$ cat config.mk
export PLATFORM = sky130hd
export DESIGN_NAME = pc_sequencer_flat
export DESIGN_NICKNAME = d
export VERILOG_FILES = /design/src/rtl/pc_sequencer_if.sv /design/src/rtl/pc_sequencer.sv /design/src/flat_wrapper.sv
export SDC_FILE = /design/constraint.sdc
export NUM_CORES = 1
export LEC_CHECK = 0
export CAP_MARGIN = 20
export CORE_MARGIN = 1.5
export CORE_UTILIZATION = 30
export DETAILED_ROUTE_END_ITERATION = 7
export SYNTH_ARGS = -nofsm -noshare
export SYNTH_HDL_FRONTEND = slang
export SYNTH_SLANG_ARGS = --single-unit
$ cat constraint.sdc
create_clock -name clk_i -period 4.7 [get_ports clk_i]
set_clock_uncertainty 0.2 [all_clocks]
set_input_delay 0.705 -clock clk_i [delete_from_list [all_inputs] [get_ports clk_i]]
set_output_delay 0.705 -clock clk_i [all_outputs]
set_load 0.1 [all_outputs]
$ cat src/rtl/pc_sequencer_if.sv
// Handshake bundle between the hazard/branch logic and the PC sequencer.
// Signal names keep the fetch-unit port names so waveforms line up with the datapath.
interface pc_sequencer_if;
    logic        start_i;
    logic        stall_i;
    logic        branch_i;
    logic [31:0] branch_target_i;
    logic [31:0] pc_o;
    logic [31:0] pc_plus4_o;
    logic        sel_taken_o;
    logic        pc_we_o;
    logic        ifid_we_o;
    logic        flush_o;
    logic        fault_o;
    logic        stall_timeout_o;
    logic [15:0] stall_cnt_o;
    logic [15:0] redirect_cnt_o;

    modport master (
        output start_i, stall_i, branch_i, branch_target_i,
        input  pc_o, pc_plus4_o, sel_taken_o, pc_we_o, ifid_we_o, flush_o,
        input  fault_o, stall_timeout_o, stall_cnt_o, redirect_cnt_o
    );

    modport slave (
        input  start_i, stall_i, branch_i, branch_target_i,
        output pc_o, pc_plus4_o, sel_taken_o, pc_we_o, ifid_we_o, flush_o,
        output fault_o, stall_timeout_o, stall_cnt_o, redirect_cnt_o
    );
endinterface

$ cat src/rtl/pc_sequencer.sv
// Program-counter owner for the pipelined CPU: selects PC+4 vs. branch target,
// gates PC and IF/ID writes on stalls, traps misaligned targets into HALT and
// keeps saturating stall/redirect counters plus a stall-run watchdog.
module pc_sequencer #(
    parameter logic [31:0] RESET_PC    = 32'h0000_0000,
    parameter int          STALL_LIMIT = 16
) (
    input  logic          clk_i,
    input  logic          rst_i,
    pc_sequencer_if.slave bus
);

    typedef enum logic [1:0] {IDLE, RUN, HALT} state_t;

    // Watchdog threshold; the run-length counter never needs to exceed it.
    localparam logic [15:0] LIMIT = 16'(STALL_LIMIT);

    state_t      state;
    state_t      state_next;
    logic [31:0] pc;
    logic [31:0] pc_plus4;
    logic [15:0] run_len;
    logic [15:0] stall_cnt;
    logic [15:0] redirect_cnt;
    logic        fault;
    logic        stall_timeout;
    logic        aligned;
    logic        sel_taken;
    logic        pc_we;
    logic        ifid_we;
    logic        flush;

    function automatic logic [15:0] sat_inc(input logic [15:0] v);
        return (v == 16'hFFFF) ? v : v + 16'd1;
    endfunction

    assign pc_plus4 = pc + 32'd4;
    assign aligned  = (bus.branch_target_i[1:0] == 2'b00);

    // State register.
    always_ff @(posedge clk_i) begin
        if (!rst_i) state <= IDLE;
        else        state <= state_next;
    end

    // Next-state: start leaves IDLE, a misaligned taken branch traps into HALT.
    always_comb begin
        state_next = state;
        case (state)
            IDLE:    if (bus.start_i) state_next = RUN;
            RUN:     if (!bus.stall_i && bus.branch_i && !aligned) state_next = HALT;
            HALT:    state_next = HALT;
            default: state_next = IDLE;
        endcase
    end

    // Mux select and write enables; stall beats branch beats sequential fetch.
    always_comb begin
        sel_taken = 1'b0;
        pc_we     = 1'b0;
        ifid_we   = 1'b0;
        flush     = 1'b0;
        if (state == RUN && !bus.stall_i) begin
            if (bus.branch_i) begin
                // A misaligned target still squashes the fetched instruction but
                // leaves the PC pointing at the fetch after the branch.
                flush = 1'b1;
                if (aligned) begin
                    sel_taken = 1'b1;
                    pc_we     = 1'b1;
                    ifid_we   = 1'b1;
                end
            end else begin
                pc_we   = 1'b1;
                ifid_we = 1'b1;
            end
        end
    end

    // PC register, redirect counter and sticky fault flag.
    always_ff @(posedge clk_i) begin
        if (!rst_i) begin
            pc           <= RESET_PC;
            redirect_cnt <= '0;
            fault        <= 1'b0;
        end else begin
            if (pc_we) pc <= sel_taken ? bus.branch_target_i : pc_plus4;
            if (sel_taken) redirect_cnt <= sat_inc(redirect_cnt);
            if (state == RUN && !bus.stall_i && bus.branch_i && !aligned) fault <= 1'b1;
        end
    end

    // Stall accounting: total stall count plus the run-length watchdog.
    always_ff @(posedge clk_i) begin
        if (!rst_i) begin
            run_len       <= '0;
            stall_cnt     <= '0;
            stall_timeout <= 1'b0;
        end else if (state == RUN) begin
            if (bus.stall_i) begin
                stall_cnt <= sat_inc(stall_cnt);
                if (run_len != LIMIT) run_len <= run_len + 16'd1;
                // This edge completes the LIMIT-th consecutive stall cycle.
                if (run_len >= LIMIT - 16'd1) stall_timeout <= 1'b1;
            end else begin
                run_len <= '0;
            end
        end
    end

    assign bus.pc_o            = pc;
    assign bus.pc_plus4_o      = pc_plus4;
    assign bus.sel_taken_o     = sel_taken;
    assign bus.pc_we_o         = pc_we;
    assign bus.ifid_we_o       = ifid_we;
    assign bus.flush_o         = flush;
    assign bus.fault_o         = fault;
    assign bus.stall_timeout_o = stall_timeout;
    assign bus.stall_cnt_o     = stall_cnt;
    assign bus.redirect_cnt_o  = redirect_cnt;

endmodule

$ cat src/flat_wrapper.sv
// flat-port wrapper written by rule: the top's interface ports become plain ports
module pc_sequencer_flat 
#(
    parameter logic [31:0] RESET_PC    = 32'h0000_0000,
    parameter int          STALL_LIMIT = 16
)
  (clk_i, rst_i, bus_start_i, bus_stall_i, bus_branch_i, bus_branch_target_i, bus_pc_o, bus_pc_plus4_o, bus_sel_taken_o, bus_pc_we_o, bus_ifid_we_o, bus_flush_o, bus_fault_o, bus_stall_timeout_o, bus_stall_cnt_o, bus_redirect_cnt_o);
  pc_sequencer_if bus_i ();
  input  logic clk_i;
  input  logic rst_i;
  input wire logic [$bits(bus_i.start_i)-1:0] bus_start_i;
  input wire logic [$bits(bus_i.stall_i)-1:0] bus_stall_i;
  input wire logic [$bits(bus_i.branch_i)-1:0] bus_branch_i;
  input wire logic [$bits(bus_i.branch_target_i)-1:0] bus_branch_target_i;
  output wire logic [$bits(bus_i.pc_o)-1:0] bus_pc_o;
  output wire logic [$bits(bus_i.pc_plus4_o)-1:0] bus_pc_plus4_o;
  output wire logic [$bits(bus_i.sel_taken_o)-1:0] bus_sel_taken_o;
  output wire logic [$bits(bus_i.pc_we_o)-1:0] bus_pc_we_o;
  output wire logic [$bits(bus_i.ifid_we_o)-1:0] bus_ifid_we_o;
  output wire logic [$bits(bus_i.flush_o)-1:0] bus_flush_o;
  output wire logic [$bits(bus_i.fault_o)-1:0] bus_fault_o;
  output wire logic [$bits(bus_i.stall_timeout_o)-1:0] bus_stall_timeout_o;
  output wire logic [$bits(bus_i.stall_cnt_o)-1:0] bus_stall_cnt_o;
  output wire logic [$bits(bus_i.redirect_cnt_o)-1:0] bus_redirect_cnt_o;
  assign bus_i.start_i = bus_start_i;
  assign bus_i.stall_i = bus_stall_i;
  assign bus_i.branch_i = bus_branch_i;
  assign bus_i.branch_target_i = bus_branch_target_i;
  assign bus_pc_o = bus_i.pc_o;
  assign bus_pc_plus4_o = bus_i.pc_plus4_o;
  assign bus_sel_taken_o = bus_i.sel_taken_o;
  assign bus_pc_we_o = bus_i.pc_we_o;
  assign bus_ifid_we_o = bus_i.ifid_we_o;
  assign bus_flush_o = bus_i.flush_o;
  assign bus_fault_o = bus_i.fault_o;
  assign bus_stall_timeout_o = bus_i.stall_timeout_o;
  assign bus_stall_cnt_o = bus_i.stall_cnt_o;
  assign bus_redirect_cnt_o = bus_i.redirect_cnt_o;
  pc_sequencer #(.RESET_PC(RESET_PC), .STALL_LIMIT(STALL_LIMIT)) u_core (.clk_i(clk_i), .rst_i(rst_i), .bus(bus_i));
endmodule
; ---- Word level (Yosys, flattened, before mapping)
; Cells that the tools add are included.
[word_totals]
register_bits = 84
romBits = 0
ramBits = 0
n_memories = 0
input_bits = 37
wordCells = 49
latchBits = 0
[op_classes]
mux = 13
magnitude_cmp = 1
div_mod_pow = 0
shifts = 0
reduce_logical = 14
addsub = 4
eq_ne = 8
n_bitwise = 2
n_mul = 0
[op_table]
columns = operator, count
row1 = $add A16 B1 Y16 const B, 3
row2 = $add A32 B3 Y32 const B, 1
row3 = $eq A16 B16 Y1 const B, 2
row4 = $mux W16, 2
row5 = $mux W32, 1
row6 = $ge A16 B4 Y1 const B, 1
row7 = $ne A16 B5 Y1 const B, 1
row8 = $mux W1, 7
row9 = $pmux W2 S3, 1
row10 = $reduce_and A2 Y1, 3
row11 = $reduce_and A3 Y1, 2
row12 = $logic_and A1 B1 Y1, 5
row13 = $logic_not A2 Y1, 2
row14 = $mux W2, 2
row15 = $ne A2 B1 Y1 const B, 2
row16 = $eq A2 B1 Y1 const B, 1
row17 = $eq A2 B2 Y1 const B, 1
row18 = $logic_not A1 Y1, 2
row19 = $ne A2 B2 Y1 const B, 1
row20 = $not A1 Y1, 2

; ---- Depth between registers and ports, before layout
[logic_depth]
depth_word = 5
depth_mapped = 11

; ---- Worst setup path before layout
; Ideal clock, no wire load.
[synth_timing]
kind = register to output
startpoint = register u_core.pc[2], in the netlist u_core.bus.pc_o[2]
endpoint = output port bus_pc_plus4_o[28]
arrival_ns = 3.917
path_slack_ns = -0.122
path_stages_with_launch = 6
cell_sequence = dfxtp_1 -> ha_1 -> nand3_2 -> or4_1 -> nor3_2 -> xor2_1
[synth_between]
elab_chain_cells = 1
[synth_rtl]
columns = item, line
row1 = "start, declared", pc_sequencer.sv:20  ; logic [31:0] pc;
row2 = "start signal, assigned", pc_sequencer.sv:87  ; if (pc_we) pc <= sel_taken ? bus.branch_target_i : pc_plus4;
row3 = $add A32 B3 Y32, pc_sequencer.sv:37  ; assign pc_plus4 = pc + 32'd4;
row4 = "end, declared", flat_wrapper.sv:16  ; output wire logic [$bits(bus_i.pc_plus4_o)-1:0] bus_pc_plus4_o;
; Every way passes these cells.

; ---- Worst setup path in the final report
[layout_timing]
startpoint = register u_core.pc[6], in the netlist u_core.bus.pc_o[6]
endpoint = output port bus_pc_plus4_o[19]
; The elaborated chain is that of the path after synthesis.

==> flow_metrics.env <==
export IMPL_grt_setup_unrepaired="false"
export IMPL_run_status="finished, final reports clean"
export IMPL_p_seq_frac=0.366
export IMPL_postCtsResizedCells=0
export IMPL_cts_root_buf="sky130_fd_sc_hd__clkbuf_16"
export IMPL_p_int_w=0.00135
export IMPL_rr_endpoint="u_core.bus.redirect_cnt_o[13]"
export IMPL_path_cells="nand3_1 -> nor3_4 -> nand2_1 -> xnor2_1 -> clkdlybuf4s50_1"
export IMPL_pwr_share_comb=0.295
export IMPL_worstPathMaxFanout=8
export IMPL_post_layout_utilization_of_the_core=0.435
export IMPL_design_die_area_um2=16700
export IMPL_power_density_cell_area_nw_per_um2=326
export IMPL_final_max_slew_violation_count=0
export IMPL_routabilityCongestion=0.833
export IMPL_timing_critical_path_to_type="output port"
export IMPL_netlist_instances=588
export IMPL_postSynthRegisterBits=84
export IMPL_timing_final_crit_share=0.825
export IMPL_routed_wl_met2_mm=7.40
export IMPL_critical_path_max_stage_delay_ns=1.15
export IMPL_detailedRoute_firstPassIterationCount=7
export IMPL_path_delay_family="buffers and inverters"
export IMPL_cts_max_path_buffers=2
export IMPL_holdCritStartpoint="u_core.bus.stall_timeout_o"
export IMPL_finalNetCount=757
export IMPL_fp_dieH_um=129
export IMPL_cts_max_level=3
export IMPL_num_antenna_cells=0
export IMPL_net_switching_power_w=0.000821
export IMPL_share_clk_of_total_power=0.339
export IMPL_static_leakage_power_nw=2.39
export IMPL_critical_path_slowest_cell="sky130_fd_sc_hd__clkdlybuf4s50_1"
export IMPL_cts_buffers=9
export IMPL_kind_of_launch_point_of_the_worst_setup_path="register"
export IMPL_synth_enable_flop_cells=0
export IMPL_cap_violations=0
export IMPL_ys_types=60
export IMPL_port_buffers=138
export IMPL_synth_largest_area_cell="sky130_fd_sc_hd__dfxtp_1"
export IMPL_pin_count=139
export IMPL_met3WireLength_um=754
export IMPL_post_synth_most_frequent_cells="sky130_fd_sc_hd__dfxtp_1 (84), sky130_fd_sc_hd__nor2_1 (69), sky130_fd_sc_hd__nand2_1 (51)"
export IMPL_async_flop_share=0
export IMPL_initial_antenna_violation_count=0
export IMPL_sw_frac_of_total=0.378
export IMPL_multi_input_area_um2=2950
export IMPL_n_fill_cell=1525
export IMPL_routed_wire_length_per_instance_um=16.1
export IMPL_routed_top_layer="met4"
export IMPL_part_of_the_yosys_area_used_for_sequential_elements=0.352
export IMPL_netlist_area_um2=4780
export IMPL_clk_latency_ns=0.35
export IMPL_drc=0
export IMPL_floorplan_rows=45
export IMPL_clock_fmax_mhz=258
export IMPL_vias_in_the_first_global_route=4675
export IMPL_yosys_cell_count_top_type="sky130_fd_sc_hd__dfxtp_1"
export IMPL_floorplan_core_area_um2=15400
export IMPL_timing_reg2reg_worst_path_depth=8
export IMPL_rrSetupSlack_ns=1.90
export IMPL_cts_sink_count=84
export IMPL_met1_length_mm=6.54
export IMPL_timing_final_crit_period_ns=3.88
export IMPL_worstSetupPathType="reg -> out"
export IMPL_cp_data_required_time_ns=3.80
export IMPL_layout_drive_gt1_share=0.0989
export IMPL_finalHoldViolCount=0
export IMPL_cts_tree="yes"
export IMPL_final_setup_violation_count=0
export IMPL_layout_area_seq_um2=1680
export IMPL_overflow=0
export IMPL_worst_ir_drop_vdd_uv=182
export IMPL_worst_setup_hold_path_clk_slew_ns=0.06
export IMPL_worstPathBufferInverterCount=1
export IMPL_route_antenna_remaining_nets=0
export IMPL_post_detail_place_hpwl_mm=10.7
export IMPL_areaGrowthSynthToFinish_pct=39.8
export IMPL_min_path_type="reg -> reg"
export IMPL_setup_tns_ns=0
export IMPL_layout_cell_area_non_filler_um2=6680
export IMPL_timing_slew_headroom=0.325
export IMPL_grt_pass1_wl_mm=23.1
export IMPL_routed_via_density=5.31
export IMPL_worstMarginPinSlew_ns=1.01
export IMPL_mappedNetlistNets=632
export IMPL_worst_r2r_startpoint="u_core.state[1]"
export IMPL_synth_flop_cell="sky130_fd_sc_hd__dfxtp_1"
export IMPL_min_delay_path_depth=2
export IMPL_placed_cell_area_um2=6350
export IMPL_crit_arrival_ns=2.97
export IMPL_postCtsHoldBufs=0
export IMPL_die_w_um=129
export IMPL_synthTopCellsByArea="sky130_fd_sc_hd__dfxtp_1 (35%), sky130_fd_sc_hd__xnor2_1 (5.7%), sky130_fd_sc_hd__nor2_1 (5.4%), sky130_fd_sc_hd__xor2_1 (5.3%), sky130_fd_sc_hd__nand3_1 (4.1%)"
export IMPL_yosys_warnings=0
export IMPL_global_route_usage_total=0.176
export IMPL_cts_setup_buffers=0
export IMPL_detail_route_wirelength_mm=14.9
export IMPL_syn_avg_cell_area_um2=8.13
export IMPL_routed_via_count=4930
export IMPL_drt_iter0_markers=276
export IMPL_initial_utilization=0.311
export IMPL_min_delay_worst_endpoint="u_core.bus.stall_timeout_o"
export IMPL_largest_net_degree_at_the_start_of_global_routing=59
export IMPL_synth_top_cell_area_share=0.352
state kept, by name, summed over array words and instances (netlist names):
| signal | count |
|---|---|
| u_core.bus.fault_o | 1 |
| u_core.state | 2 |
| u_core.bus.pc_o | 32 |
| u_core.run_len | 16 |
| u_core.bus.redirect_cnt_o | 16 |
| u_core.bus.stall_timeout_o | 1 |
| u_core.bus.stall_cnt_o | 16 |
logic make-up after synthesis:
family                     synth area share
muxes                                0.0134
xor gates and xnor gates              0.110
and+or+nand+nor                       0.300
AOI/OAI and AO/OA                     0.164
DFF                                   0.352
buffers and inverters                0.0424
adders and majority gates            0.0183
stage by stage:
| step | hold slack (ns) | total power [W] | std cells | setup WS, ns |
|---|---|---|---|---|
| final | 0.289 | 0.00218 | 929 | 0.824 |
| after global routing | 0.325 | 0.00225 | 929 | 0.609 |
| after CTS | 0.297 | 0.00220 | 928 | 0.803 |
| after detailed placement | 0.283 | 0.00145 | 912 | 1.19 |
| after global placement | 0.272 | 0.00144 | 912 | 1.24 |
| after floorplan | 0.263 | 0.00128 | 588 | 0.0377 |
power by group through the flow:
stage	Combinational (W)	Sequential, W	Clock, W
2_1_floorplan	0.000319	0.000964	0
3_3_place_gp	0.000634	0.000807	0
3_5_place_dp	0.000642	0.000810	0
4_1_cts	0.000642	0.000795	0.000758
5_1_grt	0.000668	0.000801	0.000786
6_report	0.000641	0.000796	0.000738
per-layer routing:
layer  vias to the layer above  global-route usage
li1                       2382                   -
met1                      2378               0.217
met2                       157               0.299
met3                        13              0.0392
met4                         0              0.0674
met5                         -                   0
worst max path at each step:
stage,depth (start not counted),from,end
after floorplan,5,u_core.bus.pc_o[2],bus_pc_plus4_o[14]
after global placement,5,bus_stall_i,bus_ifid_we_o
after detailed placement,5,u_core.bus.pc_o[6],bus_pc_plus4_o[19]
after CTS,5,u_core.bus.pc_o[6],bus_pc_plus4_o[19]
after global routing,5,u_core.bus.pc_o[6],bus_pc_plus4_o[19]
final,5,u_core.bus.pc_o[6],bus_pc_plus4_o[19]
worst register-to-register path, cell delays in order, from the launching register on:
cell and delay [ns]:
sky130_fd_sc_hd__dfxtp_1 0.31, sky130_fd_sc_hd__inv_1 0.07, sky130_fd_sc_hd__ha_1 0.44, sky130_fd_sc_hd__nand3b_1 0.20, sky130_fd_sc_hd__inv_2 0.23, sky130_fd_sc_hd__nand4_1 0.22
sky130_fd_sc_hd__a2111o_1 0.55, sky130_fd_sc_hd__or3_1 0.35, sky130_fd_sc_hd__a21oi_1 0.16
final cells by class:
cell class / instances / share of cell area
clock buffers: 13 / 0.0390
clock inverters: 3 / 0.00674
inverters: 17 / 0.00955
multi-input cells: 457 / 0.441
flip-flops and latches: 84 / 0.252
well taps: 211 / 0.0395
repair buffers: 144 / 0.212
layout by cell type, fill, tap and decap left out, types with 6 or more instances in the layout:
master                              n
sky130_fd_sc_hd__o21ai_0           25
sky130_fd_sc_hd__xnor2_1           26
sky130_fd_sc_hd__nor2_1            69
sky130_fd_sc_hd__o211ai_1           8
sky130_fd_sc_hd__a31oi_1           10
sky130_fd_sc_hd__nand2_1           51
sky130_fd_sc_hd__ha_1               7
sky130_fd_sc_hd__nand4_1           22
sky130_fd_sc_hd__a21oi_1           23
sky130_fd_sc_hd__and3_1            18
sky130_fd_sc_hd__or4_1              6
sky130_fd_sc_hd__clkbuf_16          9
sky130_fd_sc_hd__a22o_1             9
sky130_fd_sc_hd__and4_1             9
sky130_fd_sc_hd__or3_1             12
sky130_fd_sc_hd__nor3_1            12
sky130_fd_sc_hd__buf_4             25
sky130_fd_sc_hd__dfxtp_1           84
sky130_fd_sc_hd__xor2_1            27
sky130_fd_sc_hd__clkdlybuf4s50_1  115
sky130_fd_sc_hd__a22oi_1           15
sky130_fd_sc_hd__nand3_1           39
sky130_fd_sc_hd__inv_1             14
No activity file was read; power rests on OpenSTA's default activity.
